`src/rtl/rmii_pkg.sv`:
```
// Shared types and constants for the N-channel RMII receive mux.
// Latency: none, types and constants only.
// Backpressure: none, types and constants only.
package rmii_pkg;

    typedef enum logic [1:0] {
        IDLE,
        PRE,
        DATA,
        DROP
    } rx_state_e;

    typedef struct packed {
        logic       last;
        logic       err;
        logic [7:0] data;
    } rx_entry_t;

    localparam logic [1:0] PREAMBLE_DIBIT = 2'b01;
    localparam logic [1:0] SFD_DIBIT      = 2'b11;

endpackage

```
`src/rtl/rmii_rx_mux_if.sv`:
```
// Merged byte stream out of the RMII receive mux, tagged with channel, last and err.
// Latency: none, wires only.
// Backpressure: valid/ready; the master holds data and chan stable while valid && !ready.
interface rmii_rx_mux_if #(
    parameter int CH_W = 1
);
    logic            m_valid;
    logic            m_ready;
    logic [7:0]      m_data;
    logic            m_last;
    logic            m_err;
    logic [CH_W-1:0] m_chan;

    modport master (output m_valid, output m_data, output m_last, output m_err, output m_chan,
                    input  m_ready);
    modport slave  (input  m_valid, input  m_data, input  m_last, input  m_err, input  m_chan,
                    output m_ready);
endinterface

```
`src/rtl/rmii_fifo.sv`:
```
// Generic synchronous FIFO with combinational head and occupancy count.
// Latency: an entry pushed at edge N is at the head after edge N.
// Backpressure: push ignored when full, pop ignored when empty; push and pop may coincide.
module rmii_fifo #(
    parameter  int W     = 10,
    parameter  int DEPTH = 16,
    localparam int AW    = $clog2(DEPTH)
) (
    input  logic         clk,
    input  logic         resetn,
    input  logic         push,
    input  logic [W-1:0] push_dat,
    input  logic         pop,
    output logic [W-1:0] head_dat,
    output logic         empty,
    output logic [AW:0]  count
);
    logic [W-1:0]  mem_q [DEPTH];
    logic [W-1:0]  mem_d [DEPTH];
    logic [AW-1:0] wr_q, wr_d, rd_q, rd_d;
    logic [AW:0]   cnt_q, cnt_d;
    logic          do_push, do_pop;

    // Pointer and count update; full/empty guards keep the pointers consistent.
    always_comb begin
        do_push = push && (cnt_q != (AW+1)'(DEPTH));
        do_pop  = pop && (cnt_q != '0);
        mem_d   = mem_q;
        wr_d    = wr_q;
        rd_d    = rd_q;
        if (do_push) begin
            mem_d[wr_q] = push_dat;
            wr_d        = wr_q + 1'b1;
        end
        if (do_pop) begin
            rd_d = rd_q + 1'b1;
        end
        cnt_d = cnt_q + (AW+1)'(do_push) - (AW+1)'(do_pop);
    end

    // Pointer state with synchronous reset, which empties the FIFO.
    always_ff @(posedge clk) begin
        if (!resetn) begin
            wr_q  <= '0;
            rd_q  <= '0;
            cnt_q <= '0;
        end else begin
            wr_q  <= wr_d;
            rd_q  <= rd_d;
            cnt_q <= cnt_d;
        end
    end

    // Storage carries no reset; only entries between the pointers are ever read.
    always_ff @(posedge clk) begin
        mem_q <= mem_d;
    end

    assign head_dat = mem_q[rd_q];
    assign empty    = (cnt_q == '0);
    assign count    = cnt_q;
endmodule

```
`src/rtl/rmii_rx_chan.sv`:
```
// One RMII receive channel: preamble/SFD strip, dibit packing, stage register, FIFO, truncation.
// Latency: a byte reaches the FIFO when the next byte completes, or at frame end if it is the last.
// Backpressure: none towards the PHY; on a full FIFO the frame is closed with err and the rest dropped (RMII_RX_ER_FLAG_EN adds rx_er flagging).
module rmii_rx_chan
    import rmii_pkg::*;
#(
    parameter  int FIFO_DEPTH = 16,
    localparam int AW         = $clog2(FIFO_DEPTH)
) (
    input  logic       clk,
    input  logic       resetn,
    input  logic       crs_dv,
    input  logic [1:0] rx_d,
    input  logic       rx_er,
    input  logic       pop,
    output rx_entry_t  head,
    output logic       empty,
    output logic       ovf_pulse
);
    rx_state_e   state_q, state_d;
    logic [1:0]  cnt_q, cnt_d;
    logic [5:0]  sh_q, sh_d;
    logic        stg_vld_q, stg_vld_d;
    logic [7:0]  stg_q, stg_d;
    logic        err_q, err_d;
    logic        ovf_q, ovf_d;
    logic        err_hit;
    logic        push_req;
    rx_entry_t   push_ent;
    logic        fifo_push;
    rx_entry_t   fifo_dat;
    logic [AW:0] fifo_cnt;

`ifdef RMII_RX_ER_FLAG_EN
    assign err_hit = (state_q == DATA) && rx_er;
`else
    logic unused_rx_er;
    assign err_hit      = 1'b0;
    assign unused_rx_er = rx_er;
`endif

    // Frame FSM and packer; the staged byte is held back until we know whether it is the last one.
    always_comb begin
        state_d   = state_q;
        cnt_d     = cnt_q;
        sh_d      = sh_q;
        stg_vld_d = stg_vld_q;
        stg_d     = stg_q;
        err_d     = err_q;
        ovf_d     = 1'b0;
        push_req  = 1'b0;
        push_ent  = '0;
        fifo_push = 1'b0;
        fifo_dat  = '0;
        case (state_q)
            IDLE: begin
                if (crs_dv && rx_d == PREAMBLE_DIBIT) state_d = PRE;
            end
            PRE: begin
                if (!crs_dv) begin
                    state_d = IDLE;
                end else if (rx_d == SFD_DIBIT) begin
                    state_d   = DATA;
                    cnt_d     = 2'd0;
                    stg_vld_d = 1'b0;
                    err_d     = 1'b0;
                end else if (rx_d != PREAMBLE_DIBIT) begin
                    state_d = IDLE;
                end
            end
            DATA: begin
                if (!crs_dv) begin
                    // Frame end: a partial byte in sh_q is simply abandoned.
                    state_d   = IDLE;
                    stg_vld_d = 1'b0;
                    if (stg_vld_q) begin
                        push_req = 1'b1;
                        push_ent = '{last: 1'b1, err: err_q | err_hit, data: stg_q};
                    end
                end else begin
                    err_d = err_q | err_hit;
                    cnt_d = cnt_q + 1'b1;
                    case (cnt_q)
                        2'd0:    sh_d[1:0] = rx_d;
                        2'd1:    sh_d[3:2] = rx_d;
                        2'd2:    sh_d[5:4] = rx_d;
                        default: begin
                            stg_d     = {rx_d, sh_q};
                            stg_vld_d = 1'b1;
                            if (stg_vld_q) begin
                                push_req = 1'b1;
                                push_ent = '{last: 1'b0, err: 1'b0, data: stg_q};
                            end
                        end
                    endcase
                end
            end
            DROP: begin
                if (!crs_dv) state_d = IDLE;
            end
            default: state_d = IDLE;
        endcase

        // The final slot is reserved for a closing entry, so a non-last push there truncates the frame.
        if (push_req) begin
            fifo_push = 1'b1;
            fifo_dat  = push_ent;
            if (!push_ent.last && int'(fifo_cnt) >= FIFO_DEPTH - 1) begin
                fifo_dat.last = 1'b1;
                fifo_dat.err  = 1'b1;
                ovf_d         = 1'b1;
                state_d       = DROP;
                stg_vld_d     = 1'b0;
            end
        end
    end

    // Channel state registers.
    always_ff @(posedge clk) begin
        if (!resetn) begin
            state_q   <= IDLE;
            cnt_q     <= 2'd0;
            sh_q      <= '0;
            stg_vld_q <= 1'b0;
            stg_q     <= '0;
            err_q     <= 1'b0;
            ovf_q     <= 1'b0;
        end else begin
            state_q   <= state_d;
            cnt_q     <= cnt_d;
            sh_q      <= sh_d;
            stg_vld_q <= stg_vld_d;
            stg_q     <= stg_d;
            err_q     <= err_d;
            ovf_q     <= ovf_d;
        end
    end

    rmii_fifo #(
        .W     ($bits(rx_entry_t)),
        .DEPTH (FIFO_DEPTH)
    ) u_fifo (
        .clk      (clk),
        .resetn   (resetn),
        .push     (fifo_push),
        .push_dat (fifo_dat),
        .pop      (pop),
        .head_dat (head),
        .empty    (empty),
        .count    (fifo_cnt)
    );

    assign ovf_pulse = ovf_q;
endmodule

```
`src/rtl/rmii_rx_mux.sv`:
```
// N-channel RMII receive front end merged onto one tagged byte stream by a frame-atomic round robin.
// Latency: head bytes appear combinationally; one idle cycle between frames for re-arbitration.
// Backpressure: m_ready low holds the granted FIFO head; channels buffer, then truncate on full (RMII_RX_ER_FLAG_EN adds rx_er flagging).
module rmii_rx_mux
    import rmii_pkg::*;
#(
    parameter  int N_CH       = 2,
    parameter  int FIFO_DEPTH = 16,
    localparam int CH_W       = (N_CH > 1) ? $clog2(N_CH) : 1
) (
    input  logic              clk,
    input  logic              resetn,
    input  logic [N_CH-1:0]   crs_dv,
    input  logic [2*N_CH-1:0] rx_d,
    input  logic [N_CH-1:0]   rx_er,
    rmii_rx_mux_if.master     m,
    output logic [N_CH-1:0]   ovf_pulse
);
    rx_entry_t       heads [N_CH];
    rx_entry_t       head_sel;
    logic [N_CH-1:0] empty;
    logic [N_CH-1:0] pop;
    logic            vld;
    logic            lock_q, lock_d;
    logic [CH_W-1:0] grant_q, grant_d;
    logic [CH_W-1:0] ptr_q, ptr_d;
    logic [CH_W-1:0] cand;
    logic            found;

    for (genvar c = 0; c < N_CH; c++) begin : g_ch
        rmii_rx_chan #(
            .FIFO_DEPTH (FIFO_DEPTH)
        ) u_chan (
            .clk       (clk),
            .resetn    (resetn),
            .crs_dv    (crs_dv[c]),
            .rx_d      (rx_d[2*c +: 2]),
            .rx_er     (rx_er[c]),
            .pop       (pop[c]),
            .head      (heads[c]),
            .empty     (empty[c]),
            .ovf_pulse (ovf_pulse[c])
        );
    end

    // Output mux: only a locked grant with a non-empty FIFO presents a byte.
    always_comb begin
        head_sel    = heads[grant_q];
        vld         = lock_q && !empty[grant_q];
        m.m_valid   = vld;
        m.m_data    = vld ? head_sel.data : 8'h00;
        m.m_last    = vld && head_sel.last;
        m.m_err     = vld && head_sel.last && head_sel.err;
        m.m_chan    = grant_q;
        pop         = '0;
        if (vld && m.m_ready) pop[grant_q] = 1'b1;
    end

    // Round robin: ptr_q is where the next search starts (one past the last grant; ch0 after reset).
    always_comb begin
        grant_d = grant_q;
        lock_d  = lock_q;
        ptr_d   = ptr_q;
        found   = 1'b0;
        cand    = '0;
        if (!lock_q) begin
            for (int i = 0; i < N_CH; i++) begin
                cand = CH_W'((int'(ptr_q) + i) % N_CH);
                if (!found && !empty[cand]) begin
                    found   = 1'b1;
                    grant_d = cand;
                    lock_d  = 1'b1;
                    ptr_d   = (int'(cand) == N_CH - 1) ? '0 : cand + 1'b1;
                end
            end
        end else if (vld && m.m_ready && head_sel.last) begin
            lock_d = 1'b0;
        end
    end

    // Arbiter state.
    always_ff @(posedge clk) begin
        if (!resetn) begin
            lock_q  <= 1'b0;
            grant_q <= '0;
            ptr_q   <= '0;
        end else begin
            lock_q  <= lock_d;
            grant_q <= grant_d;
            ptr_q   <= ptr_d;
        end
    end
endmodule

```
`src/flat_wrapper.sv`:
```
// flat-port wrapper written by rule: the top's interface ports become plain ports
module rmii_rx_mux_flat import rmii_pkg::*;
#(
    parameter  int N_CH       = 2,
    parameter  int FIFO_DEPTH = 16,
    localparam int CH_W       = (N_CH > 1) ? $clog2(N_CH) : 1
)
  (clk, resetn, crs_dv, rx_d, rx_er, ovf_pulse, m_m_valid, m_m_data, m_m_last, m_m_err, m_m_chan, m_m_ready);
  rmii_rx_mux_if #(.CH_W((1))) m_i ();
  input  logic clk;
  input  logic resetn;
  input  logic [N_CH-1:0] crs_dv;
  input  logic [2*N_CH-1:0] rx_d;
  input  logic [N_CH-1:0] rx_er;
  output logic [N_CH-1:0] ovf_pulse;
  output wire logic [$bits(m_i.m_valid)-1:0] m_m_valid;
  output wire logic [$bits(m_i.m_data)-1:0] m_m_data;
  output wire logic [$bits(m_i.m_last)-1:0] m_m_last;
  output wire logic [$bits(m_i.m_err)-1:0] m_m_err;
  output wire logic [$bits(m_i.m_chan)-1:0] m_m_chan;
  input wire logic [$bits(m_i.m_ready)-1:0] m_m_ready;
  assign m_m_valid = m_i.m_valid;
  assign m_m_data = m_i.m_data;
  assign m_m_last = m_i.m_last;
  assign m_m_err = m_i.m_err;
  assign m_m_chan = m_i.m_chan;
  assign m_i.m_ready = m_m_ready;
  rmii_rx_mux #(.N_CH(N_CH), .FIFO_DEPTH(FIFO_DEPTH)) u_core (.clk(clk), .resetn(resetn), .crs_dv(crs_dv), .rx_d(rx_d), .rx_er(rx_er), .m(m_i), .ovf_pulse(ovf_pulse));
endmodule
```
`config.mk`:
```
export PLATFORM = sky130hd
export DESIGN_NAME = rmii_rx_mux_flat
export DESIGN_NICKNAME = d
export VERILOG_FILES = /design/src/rtl/rmii_pkg.sv /design/src/rtl/rmii_rx_mux_if.sv /design/src/rtl/rmii_fifo.sv /design/src/rtl/rmii_rx_chan.sv /design/src/rtl/rmii_rx_mux.sv /design/src/flat_wrapper.sv
export SDC_FILE = /design/constraint.sdc
export NUM_CORES = 1
export LEC_CHECK = 0
export BUFFER_PORTS_ARGS = -buffer_cell sky130_fd_sc_hd__buf_2
export CORE_MARGIN = 2
export CORE_UTILIZATION = 30
export DETAILED_ROUTE_END_ITERATION = 7
export PLACE_DENSITY = 0.52
export SLEW_MARGIN = 40
export SYNTH_ARGS = -nofsm -noshare
export SYNTH_HDL_FRONTEND = slang
export SYNTH_SLANG_ARGS = --single-unit
export TNS_END_PERCENT = 20
```
`constraint.sdc`:
```
create_clock -name clk -period 3.1 [get_ports clk]
set_clock_uncertainty 0.05 [all_clocks]
set_input_delay 0.465 -clock clk [delete_from_list [all_inputs] [get_ports clk]]
set_output_delay 0.465 -clock clk [all_outputs]
set_load 0.01 [all_outputs]
```
Yosys cells after proc, flatten, opt, wreduce, memory -nomap -nowiden
Cells that the tools add are included.
{ "word_totals": {"latch_bits": 0, "memories": 0, "inputBits": 11, "regBits": 389, "ram_bits": 0, "out_inout_bits": 14, "romBits": 0} }
{ "op_classes": {"mul": 0, "muxes": 100, "shift": 0, "n_eq_ne": 25, "add_sub_neg": 13, "n_lt_le_gt_ge": 13, "n_bitwise": 8, "reduce_logical": 49, "n_div": 0} }
{ "op_table": {"columns": ["op", "n"], "rows": [
  ["$bwmux W160", 2],
  ["$mux W10", 17],
  ["$bmux W10 S4", 2],
  ["$demux W10 S4", 2],
  ["$mux W2", 23],
  ["$mux W1", 42],
  ["$mux W8", 5],
  ["$reduce_and A3 Y1", 8],
  ["$ge A5 B5 Y1 const B", 4],
  ["$not A4 Y5", 4],
  ["$logic_and A1 B1 Y1", 17],
  ["$add A4 B1 Y4 const B", 4],
  ["$eq A2 B2 Y1 const B", 8],
  ["$ne A2 B2 Y1 const B", 7],
  ["$eq A2 B1 Y1 const B", 6],
  ["$pmux W2 S3", 2],
  ["$add A5 B1 Y5", 2],
  ["$ge A5 B4 Y1 const B", 2],
  ["$logic_not A5 Y1", 2],
  ["$lt A5 B1 Y1 const B", 2],
  ["$ne A5 B5 Y1 const B", 2],
  ["$reduce_bool A5 Y1", 2],
  ["$sub A5 B1 Y5", 2],
  ["$logic_not A2 Y1", 4],
  ["other kinds (17)", 37]
]} }

Logic depth before layout (Yosys ltp)
{ "depth": {"ltp_word": 10, "ltp_mapped": 14, "mapped_depth_nobuf": 14} }

By module
A second synthesis with hierarchy kept.
{ "unflattened": {"cells_unflattened": 976, "area_unflattened_um2": 16334.4} }
{ "modules_own_cells": {"columns": ["mod", "seq_area_each_um2", "area_per_inst_um2", "cells_each", "instances"], "rows": [
  ["rmii_fifo at u_core.g_ch[1].u_chan.u_fifo", 5064.9, 6912.9, 352, 1],
  ["rmii_fifo at u_core.g_ch[0].u_chan.u_fifo", 5064.9, 6902.9, 350, 1],
  ["rmii_rx_chan", 400.4, 1068.5, 113, 2],
  ["rmii_rx_mux", 60.1, 381.6, 48, 1]
]} }

Worst setup path before layout
No wires, ideal clock.
{ "synth_path": {"path_type": "flip-flop to flip-flop", "start": "register u_core.g_ch[0].u_chan.u_fifo.cnt_q[2]", "end": "register u_core.g_ch[0].u_chan.u_fifo.cnt_q[4]", "setup_slack_ps": 451, "n_path_buf": 0, "stages_incl_launch_ff": 15, "period_less_slack_ps": 2649, "required_ps": 2922, "t_arrival_ps": 2472, "cell_sequence": "dfxtp_1 -> inv_1 -> ha_1 -> nor4b_2 -> nor3_2 -> ha_1 -> inv_1 -> ha_1 -> inv_1 -> fa_1 -> inv_1 -> a21oi_1 -> o21bai_1 -> xnor2_1 -> nor2_1"} }
{ "synth_between": {"elab_chain_len": 9} }
{ "synth_lines": {"columns": ["item", "line", "source"], "rows": [
  ["from (decl)", "rmii_fifo.sv:21", "logic [AW:0] cnt_q, cnt_d;"],
  ["from (signal assigned)", "rmii_fifo.sv:50", "cnt_q <= cnt_d;"],
  ["$logic_not A5 Y1", "rmii_fifo.sv:60", "assign empty = (cnt_q == '0);"],
  ["$mux W1 (implied by the code) (2 in a row)", "rmii_rx_mux.sv:49", "vld = lock_q && !empty[grant_q];"],
  ["$logic_not A1 Y1", "rmii_rx_mux.sv:49", null],
  ["$logic_and A1 B1 Y1", "rmii_rx_mux.sv:49", null],
  ["$logic_and A1 B1 Y1", "rmii_rx_mux.sv:56", "if (vld && m.m_ready) pop[grant_q] = 1'b1;"],
  ["$mux W2", "rmii_rx_mux.sv:56", null],
  ["$logic_and A1 B1 Y1 *", "rmii_fifo.sv:27", "do_pop = pop && (cnt_q != '0);"],
  ["via u_core.g_ch[0].u_chan.u_fifo.do_pop", "rmii_fifo.sv:22", "logic do_push, do_pop;"],
  ["$sub A5 B1 Y5 *", "rmii_fifo.sv:38", "cnt_d = cnt_q + (AW+1)'(do_push) - (AW+1)'(do_pop);"]
]} }
The timed path passes the listed nets; every way through them passes the cells marked *. The select of a mux whose other input is x is not followed.
A chain may end at the register's enable or synchronous reset.

Worst setup path in the final report
{ "layout_path": {"start": "register u_core.g_ch[0].u_chan.u_fifo.rd_q[0]", "end": "output m_m_data[7]"} }
{ "layout_between": {"elab_chain_len": 8} }
{ "layout_lines": {"columns": ["item", "line", "source"], "rows": [
  ["from (decl)", "rmii_fifo.sv:20", "logic [AW-1:0] wr_q, wr_d, rd_q, rd_d;"],
  ["from (signal assigned)", "rmii_fifo.sv:49", "rd_q <= rd_d;"],
  ["$not A4 Y5 (implied by the code)", "rmii_fifo.sv:59", "assign head_dat = mem_q[rd_q];"],
  ["$bmux W10 S4", "rmii_fifo.sv:59", null],
  ["$mux W10 (implied by the code) (2 in a row)", "rmii_fifo.sv:59", null],
  ["$mux W10 (implied by the code) (3 in a row)", "rmii_rx_mux.sv:48", "head_sel = heads[grant_q];"],
  ["$mux W8", "rmii_rx_mux.sv:51", "m.m_data = vld ? head_sel.data : 8'h00;"],
  ["to (decl)", "flat_wrapper.sv:17", "output wire logic [$bits(m_i.m_data)-1:0] m_m_data;"]
]} }
Every way passes these cells. The select of a mux whose other input is x is not followed.

==> impl_metrics.tcl <==
set metrics [dict create \
    status "finished clean" \
    crit_path_cell_trace "buf_4 -> mux4_1 -> a22o_1 -> a221oi_4 -> o22ai_4 -> buf_2" \
    synthTopCellsByArea "edfxtp_1 (59%), mux4_2 (9.3%), dfxtp_1 (8.5%)" \
    vdd_drop_max_mv 0.328 \
    cts_buffers 42 \
    syn_area_per_cell_um2 16.3 \
    min_path_type "in2reg" \
    final_cell_mix "edfxtp_1 (320), nor2_1 (77), mux4_2 (67)" \
    design_area_mm2 0.0192 \
    hold_viol_final 0 \
    port_buffers 22 \
    fin_nets 1138 \
    drc 0 \
    rsz0062_at_grt "true" \
    synthToLayoutAreaGrowth_pct 18.7 \
    syn_inst 992 \
    start_kind "flip-flop" \
    synth_top_area_cell "edfxtp_1" \
    yosys-mux-area-fraction 0.132 \
    worstRegToRegCells 13 \
    initial_core_util 0.302 \
    drt_iter0_drc 497 \
    power_density_mw_per_mm2 611 \
    period_needed_ps 3030 \
    synth.top_cell.area_share 0.594 \
    yosys.area_share.simple 0.0644 \
    cp_slowest_stage_delay_ps 630 \
    drv_cap 0 \
    synth_xor_area_frac 0.00975 \
    setup_viol 0 \
    slowest_stage "mux4_1" \
    fill_cells 5120 \
    dieArea_mm2 0.0558 \
    hold_buffers 0 \
    via_count 8535 \
    critical_path.max_fanout 4 \
    clkLatencyLatePin_ps 540 \
    syn_area_mm2 0.0162 \
    wl_um 34700 \
    yosysSeqAreaShare 0.680 \
    wl_per_cell_um 19.3 \
    cts.root.buffer_cell "clkbuf_16" \
    drive_above_1_share 0.239 \
    path_clk_slew_ps 60 \
    required_ps 2580 \
    n_antenna_cell 0 \
    grt_pass1_wl_um 52900 \
    grt_antenna_before_repair 2 \
    synth_ff_type "edfxtp_1" \
    synth_edf_count 320 \
    synth_adder_area_share 0.0381 \
    synth_compound_area_frac 0.0487 \
    synthesis.nets 1051 \
    die_h_um 236 \
    reg2reg_slack_ps 320 \
    max_freq_ghz 0.331 \
    cts_tree "built" \
    relSlewSlack 0.515 \
    mostFrequentLayoutCell "edfxtp_1" \
    gr-total-overflow 0 \
    placed_cell_area_mm2 0.0174 \
    yosysWarnings 0 \
    p_leak_nw 6.66 \
    cts_buffer_depth 3 \
    first_pass_iters 5 \
    synth-async-reset-ratio 0 \
    critPathCaptureType "primary output" \
    routabilityCongestion 0.715 \
    synth_top_family_by_area "multiplexers" \
    period_share 0.976 \
    fp-row-count 85 \
    ys_seq_elements 389 \
    whs_ps 190 \
    arrival_ps 2510 \
    finalMaxSlewViolations 0 \
    core_mm2 0.0536 \
    routed_via_density 4.73 \
    grt_max_degree 34 \
    clock_sinks 389 \
    path_class "reg2out" \
    htreeDepth 2 \
    hpwl_um 22500 \
    grt_pass1_vias 8707 \
    worst_slew_pin_slew_ps 727 \
    finish.utilization 0.358 \
    io-pin-count 25 \
    ant_nets 0 \
    hold_depth 3 \
    ys_types 54 \
    die_w_um 236 \
    grt_usage 0.125 \
]
==> worst paths after layout <==
path,from,end
setup / recovery,u_core.g_ch[0].u_chan.u_fifo.rd_q[0],m_m_data[7]
hold / removal,m_m_ready,u_core.lock_q
setup reg to reg,u_core.g_ch[1].u_chan.u_fifo.count[2],u_core.g_ch[1].u_chan.u_fifo.count[4]
hold reg to reg,u_core.g_ch[1].u_chan.stg_q[0],u_core.g_ch[1].u_chan.stg_q[0]
==> logic make-up (layout without fill, tap and decap cells) <==
logic type,Yosys count,after routing
adders and majority gates,48,48
DFF,389,389
muxes,114,114
AOI/OAI and AO/OA,108,108
xor gates and xnor gates,18,18
buffers and inverters,92,207
and+or+nand+nor,223,223
==> final cells by class <==
cell class | count | area, um2 | area share
clock inverters | 19 | 241 | 0.0126
clock buffers | 53 | 1200 | 0.0624
multi-input cells | 511 | 4980 | 0.259
repair buffers | 96 | 761 | 0.0396
well taps | 696 | 871 | 0.0453
inverters | 39 | 149 | 0.00775
flip-flops and latches | 389 | 11000 | 0.573
==> sequential cells by signal, indices dropped and copies added (netlist names) <==
| signal | cells |
|---|---|
| u_core.ptr_q | 1 |
| u_core.g_ch.u_chan.state_q | 4 |
| u_core.g_ch.u_chan.sh_q | 12 |
| u_core.g_ch.u_chan.stg_vld_q | 2 |
| u_core.g_ch.u_chan.cnt_q | 4 |
| u_core.lock_q | 1 |
| u_core.g_ch.u_chan.ovf_pulse | 2 |
| u_core.g_ch.u_chan.u_fifo.count | 10 |
| u_core.g_ch.u_chan.stg_q | 16 |
| u_core.g_ch.u_chan.u_fifo.rd_q | 8 |
| u_core.g_ch.u_chan.u_fifo.mem_q | 320 |
| u_core.m.m_chan | 1 |
| u_core.g_ch.u_chan.u_fifo.wr_q | 8 |
==> power breakdown <==
group	total [mW]	switching, mW	internal [mW]
logic	0.870	0.467	0.403
clock network	5.19	1.98	3.22
registers	5.67	0.0538	5.62
total	11.7	2.50	9.24
==> cell usage after synthesis (2+ instances only) <==
cell and instances:
nor4_1 2, buf_4 3, nand4_1 4, a31oi_1 2
a22oi_1 5, fa_1 2, o21ai_0 7, nor3_2 2
a221oi_4 2, edfxtp_1 320, mux2_1 2, mux4_1 9
nand3b_1 2, a22o_1 18, ha_1 46, o21ai_1 3
a221oi_1 16, clkbuf_1 18, dfxtp_1 69, o22ai_1 8
o21a_1 5, nor3b_1 2, mux2i_1 36, nand2_1 65
xnor2_1 12, nand3_1 18, buf_6 7, a21o_1 3
nor2b_1 5, nor3_1 10, nor2_1 77, nand2b_1 6
xor2_1 6, inv_1 38, a21oi_1 31, mux4_2 67
buf_1 10, nor4b_2 2, buf_2 12, and2_1 26
==> stage by stage <==
stage | std cells | setup slack (ps) | power [mW] | TNS, ps
after CTS | 1793 | -2.57 | 11.8 | -2.57
after global routing | 1803 | -12.6 | 12.2 | -28.5
after detailed placement | 1720 | 169 | 6.56 | 0
final | 1803 | 74.7 | 11.7 | 0
after global placement | 1720 | 205 | 6.56 | 0
after floorplan | 992 | 451 | 6.41 | 0
==> critical path: cells and delay by family (launching register included) <==
| family | cells | cell delay (ps) |
|---|---|---|
| multiplexers | 1 | 630 |
| buffers and inverters | 2 | 320 |
| AO/OA/AOI/OAI | 3 | 650 |
| flip-flops | 1 | 380 |
==> layer usage <==
metal / global-route usage / wire length, um / share of wire
met2: 0.196 / 16000 / 0.46
met4: 0.0391 / 800 / 0.023
met1: 0.172 / 16300 / 0.47
met3: 0.0266 / 1580 / 0.046
met5: 0 / 22 / 0.00063
==> repair_timing <==
action,4_1_cts,5_1_grt
pin swaps,1,1
gates resized for setup,26,23
endpoints found under the setup margin,9,9
gates cloned,1,0
buffers inserted,0,10
Note: power is estimated with default switching activity, not from simulation.
